`config.mk`:
```
export PLATFORM = sky130hd
export DESIGN_NAME = zjh_vote_ctrl_flat
export DESIGN_NICKNAME = d
export VERILOG_FILES = /design/src/rtl/zjh_vote_ctrl_if.sv /design/src/rtl/zjh_vote_ctrl.sv /design/src/flat_wrapper.sv
export SDC_FILE = /design/constraint.sdc
export NUM_CORES = 1
export LEC_CHECK = 0
export ABC_AREA = 0
export BUFFER_PORTS_ARGS = -buffer_cell sky130_fd_sc_hd__buf_2
export CAP_MARGIN = 20
export CORE_ASPECT_RATIO = 1.1
export CORE_MARGIN = 1.5
export CORE_UTILIZATION = 55
export DETAILED_ROUTE_END_ITERATION = 8
export PLACE_DENSITY = 0.74
export SLEW_MARGIN = 15
export SYNTH_ARGS = -nofsm -noshare
export SYNTH_HDL_FRONTEND = slang
export SYNTH_SLANG_ARGS = --single-unit
```
`constraint.sdc`:
```
create_clock -name clk -period 2.1 [get_ports clk]
set_clock_uncertainty 0.2 [all_clocks]
set_input_delay 0.105 -clock clk [delete_from_list [all_inputs] [get_ports clk]]
set_output_delay 0.105 -clock clk [all_outputs]
set_load 0.01 [all_outputs]
```
`src/rtl/zjh_vote_ctrl_if.sv`:
```
`default_nettype none
// ============================================================================
// Module      : zjh_vote_ctrl_if
// Description : Session bundle between the vote-session controller and its
//               driver: START pulse and raw judge keys in, latched votes and
//               session status out.
// Revision    : 1.0  initial release
// ============================================================================
interface zjh_vote_ctrl_if;
   logic       start;   // open a new voting session (single-cycle pulse)
   logic       key_a;   // raw judge keys, asynchronous and bouncy
   logic       key_b;
   logic       key_c;
   logic       va;      // latched votes, wired straight to the voter A/B/C
   logic       vb;
   logic       vc;
   logic [1:0] votes;   // number of votes latched so far
   logic       busy;    // voting window open
   logic       valid;   // va/vb/vc final
   logic       done;    // one-cycle pulse when the session closes

   // Driver side: the test environment or the console logic
   modport master (
      output start, key_a, key_b, key_c,
      input  va, vb, vc, votes, busy, valid, done
   );

   // Controller side
   modport slave (
      input  start, key_a, key_b, key_c,
      output va, vb, vc, votes, busy, valid, done
   );
endinterface : zjh_vote_ctrl_if
`default_nettype wire

```
`src/rtl/zjh_vote_ctrl.sv`:
```
`default_nettype none
// ============================================================================
// Module      : zjh_vote_ctrl
// Description : Vote-session front end for the 3-input majority voter.
//               Synchronises and debounces three judge keys, opens a timed
//               voting window on START and latches one sticky vote per judge.
//               When the window closes (timeout or all three voted) the
//               votes are frozen and flagged valid.
// Revision    : 1.0  initial release
// ============================================================================
module zjh_vote_ctrl #(
   parameter int DB_CYCLES  = 4,   // cycles a synced level must persist (>=2)
   parameter int WIN_CYCLES = 16   // voting window length in cycles (>=2)
) (
   input  logic            clk,
   input  logic            rst_n,
   zjh_vote_ctrl_if.slave  bus
);

   // -------------------------------------------------------------------------
   // Constants
   // -------------------------------------------------------------------------
   localparam int c_DBW = $clog2(DB_CYCLES);
   localparam int c_WW  = $clog2(WIN_CYCLES);

   // A debounce counter reaching this value means the mismatch has now been
   // seen for DB_CYCLES consecutive cycles, so the level is accepted.
   localparam logic [c_DBW-1:0] c_DB_LAST  = c_DBW'(DB_CYCLES - 1);
   localparam logic [c_WW-1:0]  c_WIN_LAST = c_WW'(WIN_CYCLES - 1);

   typedef enum logic [1:0] {
      ST_IDLE    = 2'd0,
      ST_COLLECT = 2'd1,
      ST_HOLD    = 2'd2
   } state_t;

   // -------------------------------------------------------------------------
   // Declarations
   // -------------------------------------------------------------------------
   logic [2:0]      w_key_raw;     // {c, b, a}
   logic [2:0]      w_rise;        // debounced 0->1 edge per key

   state_t          r_state;
   state_t          w_state_nxt;
   logic [2:0]      r_flags;       // sticky votes {vc, vb, va}
   logic [2:0]      w_flags_nxt;
   logic [c_WW-1:0] r_win_cnt;
   logic [c_WW-1:0] w_win_cnt_nxt;
   logic [1:0]      r_votes;
   logic [1:0]      w_votes_nxt;
   logic            r_done;
   logic            w_done_nxt;

   assign w_key_raw = {bus.key_c, bus.key_b, bus.key_a};

   // -------------------------------------------------------------------------
   // Per-key input path: 2-FF synchroniser, debouncer, edge detector.
   // The edge detector compares the debounced level against its own delayed
   // copy, so a key that was already debounced-high when the window opens
   // produces no edge until it is released and pressed again.
   // -------------------------------------------------------------------------
   generate
      for (genvar g = 0; g < 3; g++) begin : g_key
         logic             r_sync1;
         logic             r_sync2;
         logic             r_deb;
         logic             r_deb_q;
         logic [c_DBW-1:0] r_cnt;

         // Synchronise, debounce and delay the debounced level for edge detect
         always_ff @(posedge clk or negedge rst_n) begin
            if (!rst_n) begin
               r_sync1 <= 1'b0;
               r_sync2 <= 1'b0;
               r_deb   <= 1'b0;
               r_deb_q <= 1'b0;
               r_cnt   <= '0;
            end else begin
               r_sync1 <= w_key_raw[g];
               r_sync2 <= r_sync1;
               r_deb_q <= r_deb;
               if (r_sync2 == r_deb) begin
                  // any cycle of agreement restarts the qualification
                  r_cnt <= '0;
               end else if (r_cnt == c_DB_LAST) begin
                  r_deb <= r_sync2;
                  r_cnt <= '0;
               end else begin
                  r_cnt <= r_cnt + 1'b1;
               end
            end
         end

         assign w_rise[g] = r_deb & ~r_deb_q;
      end
   endgenerate

   // -------------------------------------------------------------------------
   // Session FSM
   // -------------------------------------------------------------------------

   // Next-state, window counter and sticky-vote update
   always_comb begin
      w_state_nxt   = r_state;
      w_flags_nxt   = r_flags;
      w_win_cnt_nxt = r_win_cnt;

      case (r_state)
         ST_IDLE, ST_HOLD: begin
            // An edge arriving together with START is not counted: the
            // flags are only opened for update once the state is COLLECT.
            if (bus.start) begin
               w_state_nxt   = ST_COLLECT;
               w_flags_nxt   = 3'b000;
               w_win_cnt_nxt = '0;
            end
         end

         ST_COLLECT: begin
            // Edges in the last window cycle still land in the flags.
            w_flags_nxt = r_flags | w_rise;
            if ((r_win_cnt == c_WIN_LAST) || (&r_flags)) begin
               w_state_nxt = ST_HOLD;
            end else begin
               w_win_cnt_nxt = r_win_cnt + 1'b1;
            end
         end

         default: begin
            w_state_nxt = ST_IDLE;
         end
      endcase

      w_votes_nxt = {1'b0, w_flags_nxt[0]}
                  + {1'b0, w_flags_nxt[1]}
                  + {1'b0, w_flags_nxt[2]};
      w_done_nxt  = (w_state_nxt == ST_HOLD) && (r_state != ST_HOLD);
   end

   // State, flags, vote count and DONE pulse registers
   always_ff @(posedge clk or negedge rst_n) begin
      if (!rst_n) begin
         r_state   <= ST_IDLE;
         r_flags   <= 3'b000;
         r_win_cnt <= '0;
         r_votes   <= 2'd0;
         r_done    <= 1'b0;
      end else begin
         r_state   <= w_state_nxt;
         r_flags   <= w_flags_nxt;
         r_win_cnt <= w_win_cnt_nxt;
         r_votes   <= w_votes_nxt;
         r_done    <= w_done_nxt;
      end
   end

   // -------------------------------------------------------------------------
   // Outputs (all derived directly from registers)
   // -------------------------------------------------------------------------
   assign bus.va    = r_flags[0];
   assign bus.vb    = r_flags[1];
   assign bus.vc    = r_flags[2];
   assign bus.votes = r_votes;
   assign bus.busy  = (r_state == ST_COLLECT);
   assign bus.valid = (r_state == ST_HOLD);
   assign bus.done  = r_done;

endmodule : zjh_vote_ctrl
`default_nettype wire

```
`src/flat_wrapper.sv`:
```
// flat-port wrapper written by rule: the top's interface ports become plain ports
module zjh_vote_ctrl_flat 
#(
   parameter int DB_CYCLES  = 4,                                              
   parameter int WIN_CYCLES = 16                                          
)
  (clk, rst_n, bus_start, bus_key_a, bus_key_b, bus_key_c, bus_va, bus_vb, bus_vc, bus_votes, bus_busy, bus_valid, bus_done);
  zjh_vote_ctrl_if bus_i ();
  input  logic clk;
  input  logic rst_n;
  input wire logic [$bits(bus_i.start)-1:0] bus_start;
  input wire logic [$bits(bus_i.key_a)-1:0] bus_key_a;
  input wire logic [$bits(bus_i.key_b)-1:0] bus_key_b;
  input wire logic [$bits(bus_i.key_c)-1:0] bus_key_c;
  output wire logic [$bits(bus_i.va)-1:0] bus_va;
  output wire logic [$bits(bus_i.vb)-1:0] bus_vb;
  output wire logic [$bits(bus_i.vc)-1:0] bus_vc;
  output wire logic [$bits(bus_i.votes)-1:0] bus_votes;
  output wire logic [$bits(bus_i.busy)-1:0] bus_busy;
  output wire logic [$bits(bus_i.valid)-1:0] bus_valid;
  output wire logic [$bits(bus_i.done)-1:0] bus_done;
  assign bus_i.start = bus_start;
  assign bus_i.key_a = bus_key_a;
  assign bus_i.key_b = bus_key_b;
  assign bus_i.key_c = bus_key_c;
  assign bus_va = bus_i.va;
  assign bus_vb = bus_i.vb;
  assign bus_vc = bus_i.vc;
  assign bus_votes = bus_i.votes;
  assign bus_busy = bus_i.busy;
  assign bus_valid = bus_i.valid;
  assign bus_done = bus_i.done;
  zjh_vote_ctrl #(.DB_CYCLES(DB_CYCLES), .WIN_CYCLES(WIN_CYCLES)) u_core (.clk(clk), .rst_n(rst_n), .bus(bus_i));
endmodule
```
==> results.json, run 1 <==
{
  "pwr-share-seq": 0.462,
  "startpoint": "u_core.r_state[1]",
  "grt-ovfl-total": 0,
  "routed_wirelength_mm": 1.97,
  "crit_chain": "inv_1 > a31o_2 > a21oi_1 > fa_1 > inv_1",
  "required_ns": 2.13,
  "grt_busiest_layer": "met2",
  "synth_top_family_by_area": "simple AND/OR/NAND/NOR gates",
  "detail-route-antenna-nets": 0,
  "clockBufferDepth": 2,
  "max_stage_delay_ns": 0.53,
  "synth.avg_cell_area_um2": 12.6,
  "clock_latency_ns": 0.33,
  "die_h_um": 51.9,
  "r2r_end": "u_core.bus.votes[0]",
  "finalNetCount": 130,
  "hold_violations": 0,
  "rsz0062_at_grt": "no",
  "leakage_nw": 0.711,
  "crit_arrival_ns": 1.72,
  "finalMaxSlewViolations": 0,
  "synth_edf_count": 0,
  "powerDensity_nw_per_um2": 1480,
  "gp_congestion": 0.888,
  "syn_area_um2": 1190,
  "numCtsBuffers": 5,
  "cp-endpoint": "u_core.bus.votes[0]",
  "yosys_warnings": 0,
  "yosysSeqAreaShare": 0.628,
  "critPathMaxFanout": 6,
  "num_vias": 787,
  "swShare": 0.345,
  "place.port_buffers": 13,
  "tightest_slew_ns": 0.645,
  "worstSetupPathType": "flop to flop",
  "wl_per_cell_um": 13.3,
  "grt.met2_usage": 0.304,
  "min_path_type": "input pin to asynchronous set/reset pin",
  "ys_ff_latch": 30,
  "critPathSlowestCell": "fa_1",
  "critPathMostFrequentCell": "inv_1",
  "setup-violations-final": 0,
  "core-area_um2": 2020,
  "grt_pass1_vias": 780,
  "fp.dieW_um": 47.4,
  "firstDrtPassIters": 4,
  "cts_hold_buffers": 5,
  "cp-start-kind": "flop",
  "cts_tree": "built",
  "p_comb_frac": 0.340,
  "cts-resized-gates": 0,
  "grt_util_all_layers": 0.216,
  "intPower_mw": 1.38,
  "htreeDepth": 2,
  "gr-usage-met3": 0.104,
  "grtUsageMet1": 0.264,
  "design_area_um2": 1420,
  "slew_headroom": 0.570,
  "finalWorstSetupSlack_ns": 0.408,
  "peakVddDrop_mv": 0.938,
  "placed_area_um2": 1290,
  "num_io_pins": 14,
  "reg2reg_depth": 5,
  "fin_util": 0.702,
  "drive_gt1_frac": 0.217,
  "area_growth_pct": 18.7,
  "route.detailed.drc": 0,
  "row_count": 17,
  "timing.critical_path.buf_inv": 2,
  "path_depth": 5,
  "fin_crit_ns": 1.69,
  "cts_setup_buffers": 0,
  "r2r_start": "u_core.r_state[1]",
  "p_sw_uw": 725,
  "grt_antenna_before_repair": 0,
  "fmax_mhz": 591,
  "synth_ff_type": "dfrtp_1",
  "ff2ff_setup_slack_ns": 0.41,
  "clock_power_share": 0.198,
  "synth_compound_area_frac": 0.0880,
  "syn_inst": 95,
  "first_iter_violations": 9,
  "fill_cells": 148,
  "crit_path_end_kind": "flop",
  "tns_ns": 0,
  "async_reset_ff_frac": 1.00,
  "synth_nets": 106,
  "pre_cts_ws_ns": 0.414,
  "clockRootBuffer": "clkbuf_4",
  "synth_xor_area_frac": 0.0220,
  "synth_mux_area_frac": 0.0450,
  "die-area_um2": 2460,
  "grt_max_degree": 31,
  "initial_core_util": 0.591,
  "cp_top_family": "adder cells",
  "dp_hpwl_mm": 1.35,
  "fin_crit_sh": 0.806,
  "status": "completed",
  "synth_fa_ha_area_frac": 0.0586,
  "antennaDiodeCount": 0,
  "vias_per_cell": 5.32,
  "grt_pass1_wl_mm": 3.48,
  "maxCapViolations": 0,
  "clkSlewWorstSetupHoldPaths_ns": 0.09,
  "yosys.area_share.simple": 0.129,
  "ys_types": 25,
  "clock-sinks": 30
}
[logic make-up (layout without fill, tap and decap cells)]
logic type,after synthesis,count (layout)
adders and majority gates,5,5
buffers and inverters,9,34
AOI/OAI and AO/OA,15,15
and+or+nand+nor,28,28
xor gates and xnor gates,3,3
muxes,5,5
DFF,30,30
[cells in the mapped netlist (3+ instances only)]
cell / number / area (um^2)
dfrtp_1: 30 / 751
inv_1: 8 / 30.0
nor2b_1: 7 / 43.8
a21oi_1: 5 / 25.0
nand2_1: 5 / 18.8
a21o_1: 4 / 30.0
ha_1: 4 / 50.1
nor2_1: 4 / 15.0
mux2_2: 3 / 33.8
nand3_1: 3 / 15.0
nor3_1: 3 / 15.0
xnor2_1: 3 / 26.3
[registers in the layout, indices dropped and copies added (netlist names)]
| name | cells |
|---|---|
| u_core.bus.done | 1 |
| u_core.bus.votes | 2 |
| u_core.g_key.r_cnt | 6 |
| u_core.g_key.r_deb | 3 |
| u_core.g_key.r_deb_q | 3 |
| u_core.g_key.r_sync1 | 3 |
| u_core.g_key.r_sync2 | 3 |
| u_core.r_flags | 3 |
| u_core.r_state | 2 |
| u_core.r_win_cnt | 4 |
[power by group through the flow]
stage | sequential, mW | combinational, mW | clock (mW)
6_report | 0.972 | 0.716 | 0.417
5_1_grt | 1.01 | 0.829 | 0.448
3_5_place_dp | 0.987 | 0.715 | 0
4_1_cts | 0.974 | 0.730 | 0.428
2_1_floorplan | 0.952 | 0.520 | 0
3_3_place_gp | 0.978 | 0.677 | 0
[per-layer routing]
layer,share of wire,vias to the layer above
li1,-,371
met2,0.50,25
met3,0.058,10
met1,0.41,381
met5,0,-
met4,0.035,0
[worst min path at each step]
stage	startpoint	endpoint	slack, ns	cells past startpoint
6_report	rst_n	u_core.g_key[2].r_deb	0.14	2
5_1_grt	u_core.g_key[2].r_sync1	u_core.g_key[2].r_sync2	0.17	0
4_1_cts	rst_n	u_core.bus.done	0.14	2
3_5_place_dp	rst_n	u_core.g_key[0].r_cnt[1]	-0.03	1
3_3_place_gp	rst_n	u_core.g_key[0].r_cnt[0]	-0.05	1
2_1_floorplan	rst_n	u_core.bus.done	-0.39	0
[cell type report]
cell class | instances | area, um^2 | area share
timing repair buffer | 18 | 115 | 0.0811
clock buffer | 8 | 78.8 | 0.0556
sequential | 30 | 751 | 0.529
multi-input combinational | 56 | 409 | 0.288
tap | 28 | 35.0 | 0.0247
inverter | 8 | 30.0 | 0.0212
[placed cells by master, fill, tap and decap left out]
cell type,count
nand2b_1,1
nor2_1,4
xnor2_1,3
nand2_1,5
o2bb2ai_1,2
a31o_2,2
a21o_1,4
fa_1,1
nor2b_1,7
mux2i_1,2
nand4b_1,1
and2_1,1
a21oi_1,5
clkbuf_8,3
ha_1,4
clkbuf_4,5
mux2_2,3
and3_1,1
a311oi_1,1
dlygate4sd3_1,5
buf_2,13
inv_1,8
and4b_1,1
a31oi_1,1
nor3_1,3
nand3_1,3
dfrtp_1,30
or3b_1,1
[stage by stage]
step | power (mW) | hold slack [ns] | std cells
after floorplan | 1.47 | -0.391 | 95
after global placement | 1.66 | -0.0462 | 135
after detailed placement | 1.70 | -0.0322 | 135
after CTS | 2.13 | 0.137 | 148
after global routing | 2.28 | 0.171 | 148
final | 2.10 | 0.144 | 148
Note: power is estimated with default switching activity, not from simulation.
==> run 2: changes to the inputs <==
Settings changed: CORE_UTILIZATION 55 to 50, PLACE_DENSITY 0.74 to 0.71.
Clock period 2.1 ns to 1.55 ns, I/O delays scaled along.
==> results.json, run 2 (synthesis gave the netlist of run 1 again) <==
{
  "status": "finished with violations",
  "violations": "setup timing",
  "place_inst": 145,
  "clockRootBuffer": "clkbuf_4",
  "placed_area_um2": 1360,
  "max_stage_delay_ns": 0.52,
  "crit_path_end_kind": "flop",
  "critPathSlowestCell": "fa_1",
  "area_growth_pct": 32.4,
  "antennaDiodeCount": 0,
  "row_count": 18,
  "setup-violations-final": 2,
  "dp_hpwl_mm": 1.40,
  "cp_top_family": "adder cells",
  "largest_reg_flops": 6,
  "fmax_mhz": 623,
  "route.detailed.drc": 0,
  "worstSetupPathType": "flop to flop",
  "place.port_buffers": 13,
  "firstDrtPassIters": 4,
  "clock-sinks": 30,
  "instances_no_fill": 162,
  "largest-register": "u_core.g_key.r_cnt",
  "grt_antenna_before_repair": 0,
  "fin_crit_ns": 1.61,
  "cp-start-kind": "flop",
  "hold_violations": 0,
  "pwr-share-seq": 0.367,
  "design_area_um2": 1580,
  "fill_cells": 167,
  "mostFrequentLayoutCells": "dfrtp_1, buf_2, buf_4, inv_1, nor2b_1",
  "clock_power_share": 0.237,
  "cts_tree": "built",
  "slew_headroom": 0.574,
  "hold_ws_ns": 0.0895,
  "drive_gt1_frac": 0.341,
  "reg.largest.list": "u_core.g_key.r_cnt (6), u_core.r_win_cnt (4)",
  "num_io_pins": 14,
  "fin_crit_sh": 1.04,
  "intPower_mw": 2.35,
  "die_h_um": 54.3,
  "finalMaxSlewViolations": 0,
  "fp.dieW_um": 49.6,
  "finalWorstSetupSlack_ns": -0.0552,
  "numCtsBuffers": 5,
  "final_common_cell": "dfrtp_1",
  "clockBufferDepth": 2,
  "clock_latency_ns": 0.33,
  "grt_max_degree": 31,
  "leakage_nw": 0.789,
  "gp_congestion": 0.822,
  "grt_pass1_wl_mm": 3.54,
  "core-area_um2": 2250,
  "timing.critical_path.buf_inv": 2,
  "maxCapViolations": 0,
  "finalNetCount": 142,
  "crit_chain": "inv_2 > a31o_4 > a21oi_4 > fa_1 > inv_1",
  "vias_per_cell": 5.00,
  "peakVddDrop_mv": 1.35,
  "initial_core_util": 0.531,
  "crit_arrival_ns": 1.65,
  "rsz0062_at_grt": "yes",
  "tightest_slew_ns": 0.639,
  "grt_util_all_layers": 0.189,
  "die-area_um2": 2690,
  "required_ns": 1.59,
  "clkSlewWorstSetupHoldPaths_ns": 0.09,
  "swShare": 0.320,
  "routed_wirelength_mm": 2.12,
  "grt_pass1_vias": 832,
  "wl_per_cell_um": 13.1,
  "first_iter_violations": 13,
  "htreeDepth": 2,
  "p_sw_mw": 1.10,
  "critPathMaxFanout": 3,
  "p_comb_frac": 0.396,
  "powerDensity_nw_per_um2": 2180,
  "num_vias": 810,
  "detail-route-antenna-nets": 0,
  "min_path_type": "input pin to asynchronous set/reset pin",
  "grt-ovfl-total": 0
}
run 2: cell types whose count changed in the layout (fill, tap and decap cells not counted), sizes merged:
| cell | change |
|---|---|
| buf | +12 |
| bufinv | +2 |
| clkbuf | -2 |
run 2: metal layers:
metal	vias to the layer above	GRT usage	share of wire
li1	399	-	-
met1	389	0.210	0.43
met2	15	0.311	0.50
met3	7	0.0546	0.039
met4	0	0.153	0.031
met5	-	0	0
run 2: worst paths after layout:
kind | to | slack [ns] | startpoint | depth (start not counted)
setup / recovery | u_core.bus.votes[0] | -0.06 | u_core.r_state[1] | 5
hold / removal | u_core.g_key[0].r_cnt[0] | 0.09 | rst_n | 2
setup reg to reg | u_core.bus.votes[0] | -0.06 | u_core.r_state[1] | 5
hold reg to reg | u_core.g_key[2].r_sync2 | 0.17 | u_core.g_key[2].r_sync1 | 0
max in group asynchronous | u_core.r_state[0] | 0.61 | rst_n | 2
min in group clk | u_core.g_key[2].r_sync2 | 0.17 | u_core.g_key[2].r_sync1 | 0
run 2: power groups by stage:
| stage | clock, mW | combinational, mW | sequential [mW] |
|---|---|---|---|
| 2_1_floorplan | 0 | 0.719 | 1.29 |
| 3_3_place_gp | 0 | 1.11 | 1.28 |
| 3_5_place_dp | 0 | 1.15 | 1.29 |
| 4_1_cts | 0.839 | 1.29 | 1.27 |
| 5_1_grt | 0.860 | 1.54 | 1.30 |
| 6_report | 0.818 | 1.37 | 1.27 |
run 2: layout make-up:
cell class	count	area [um^2]	area share
Sequential cell	30	752	0.475
Multi-Input combinational cell	56	442	0.279
Timing Repair Buffer	30	209	0.132
Clock inverter	2	60.1	0.0380
Clock buffer	6	51.3	0.0324
Tap cell	30	37.5	0.0237
Inverter	8	30.0	0.0190
run 2: worst register-to-register path, delay by kind of cell, from the launching register on:
kind / cells / cell delay, ns
buffers and inverters: 2 / 0.14
AO/OA/AOI/OAI: 2 / 0.23
adder cells (fa/ha/maj): 1 / 0.52
flip-flops: 1 / 0.41
run 2: timing repair:
action                                 in CTS  in global routing
endpoints found under the hold margin      41                  0
pin swaps                                   5                  0
cloned                                      0                  0
setup endpoints to repair                   3                  3
buffers inserted                            3                  1
resized for setup                           4                  4
hold buffers                                5                  0
run 2: metrics by stage:
step	setup TNS [ns]	util	worst slack [ns]	power [mW]
detailed placement	-0.0506	0.602	-0.0355	2.45
global route	-0.198	0.702	-0.0979	3.70
floorplan	0	-	0.000942	2.01
global placement	-0.0127	0.602	-0.0127	2.39
finish	-0.0835	0.702	-0.0552	3.45
CTS	-0.0184	0.692	-0.0108	3.40
==> run 3: changes to the inputs <==
Settings changed: TNS_END_PERCENT from default to 10.
==> results.json, run 3 (synthesis gave the netlist of run 1 again) <==
{
  "peakVddDrop_mv": 1.34,
  "finalMaxSlewViolations": 0,
  "num_vias": 810,
  "reg2reg_depth": 4,
  "clock_latency_ns": 0.33,
  "grt_max_degree": 31,
  "required_ns": 1.56,
  "clkSlewWorstSetupHoldPaths_ns": 0.09,
  "grt_pass1_vias": 830,
  "tightest_slew_ns": 0.642,
  "clockRootBuffer": "clkbuf_4",
  "fin_crit_ns": 1.57,
  "hold_ws_ns": 0.0908,
  "fin_util": 0.693,
  "slew_headroom": 0.572,
  "numCtsBuffers": 5,
  "finalNetCount": 141,
  "route.detailed.drc": 0,
  "wl_per_cell_um": 12.6,
  "hold_violations": 0,
  "grt_pass1_wl_mm": 3.54,
  "clockBufferDepth": 2,
  "grt_util_all_layers": 0.189,
  "initial_core_util": 0.531,
  "crit_arrival_ns": 1.59,
  "fmax_mhz": 635,
  "critPathMaxFanout": 3,
  "routed_wirelength_mm": 2.03,
  "grt_antenna_before_repair": 0,
  "largest-register": "u_core.g_key.r_cnt",
  "cp-start-kind": "flop",
  "place_inst": 145,
  "fp.dieW_um": 49.6,
  "instances_no_fill": 161,
  "die_h_um": 54.3,
  "clock-sinks": 30,
  "reg.largest.list": "u_core.g_key.r_cnt (6), u_core.r_win_cnt (4)",
  "firstDrtPassIters": 4,
  "worstSetupPathType": "flop to flop",
  "fin_crit_sh": 1.02,
  "grt-ovfl-total": 0,
  "finalWorstSetupSlack_ns": -0.0239,
  "die-area_um2": 2690,
  "htreeDepth": 2,
  "first_iter_violations": 10,
  "vias_per_cell": 5.03,
  "final_common_cell": "dfrtp_1",
  "num_io_pins": 14,
  "antennaDiodeCount": 0,
  "setup-violations-final": 2,
  "r2r_start": "u_core.r_state[1]",
  "violations": "setup timing",
  "place.port_buffers": 13,
  "min_path_type": "input pin to asynchronous set/reset pin",
  "maxCapViolations": 0,
  "r2r_end": "u_core.r_win_cnt[3]",
  "area_growth_pct": 30.6,
  "row_count": 18,
  "rsz0062_at_grt": "yes",
  "mostFrequentLayoutCells": "dfrtp_1, buf_2, buf_4, inv_1, nor2b_1",
  "dp_hpwl_mm": 1.40,
  "cts_tree": "built",
  "leakage_nw": 0.780,
  "pre_cts_ws_ns": -0.0355,
  "powerDensity_nw_per_um2": 2160,
  "total_power_mw": 3.36,
  "cp-endpoint": "u_core.r_win_cnt[3]",
  "largest_reg_flops": 6,
  "gp_congestion": 0.822,
  "status": "finished with violations",
  "drive_gt1_frac": 0.328,
  "startpoint": "u_core.r_state[1]",
  "detail-route-antenna-nets": 0,
  "ff2ff_setup_slack_ns": -0.02,
  "core-area_um2": 2250,
  "crit_path_end_kind": "flop"
}
-- run 3: cell types whose count changed in the layout (fill, tap and decap cells not counted), sizes merged --
cell,delta
buf,-1
-- run 3: how the worst min path moves through the flow --
stage | cells after the start | startpoint | end
final | 2 | rst_n | u_core.g_key[0].r_cnt[0]
after global routing | 2 | rst_n | u_core.g_key[2].r_cnt[0]
after CTS | 2 | rst_n | u_core.g_key[0].r_deb_q
after detailed placement | 1 | rst_n | u_core.g_key[0].r_cnt[0]
after global placement | 1 | rst_n | u_core.g_key[0].r_cnt[0]
after floorplan | 0 | rst_n | u_core.bus.done
-- run 3: per-layer routing --
| metal | global-route usage | wire [um] | vias up |
|---|---|---|---|
| li1 | - | - | 398 |
| met1 | 0.210 | 862 | 389 |
| met2 | 0.311 | 1010 | 16 |
| met3 | 0.0546 | 89 | 7 |
| met4 | 0.153 | 65 | 0 |
| met5 | 0 | 0 | - |
-- run 3: repair_timing --
action,CTS,global route
hold buffers,5,0
endpoints found under the hold margin,41,0
endpoints found under the setup margin,3,3
pin swaps,5,0
setup buffers,3,0
gates resized for setup,4,1
-- run 3: worst max-delay path, cell delays in order, from the launching register on --
cell and delay (ns):
dfrtp_1 0.42, buf_4 0.15, and4b_1 0.27, o2bb2ai_1 0.08, or3b_1 0.35
-- run 3: final cells by class --
class,count,area (um^2)
repair buffers,29,198
flip-flops and latches,30,752
clock inverters,2,60.1
multi-input cells,56,432
clock buffers,6,51.3
fillers,171,692
inverters,8,30.0
well taps,30,37.5
-- run 3: per-stage QoR --
step | TNS [ns] | cell area (um^2)
after floorplan | 0 | 1200
after global placement | -0.0127 | 1360
after detailed placement | -0.0506 | 1360
after CTS | -0.0184 | 1560
after global routing | -0.155 | 1560
final | -0.0346 | 1560
-- run 3: where the power goes --
| part | leakage [nW] | internal (mW) | switching (mW) |
|---|---|---|---|
| logic | 0.356 | 0.679 | 0.603 |
| registers | 0.366 | 1.08 | 0.181 |
| clock network | 0.0585 | 0.546 | 0.270 |
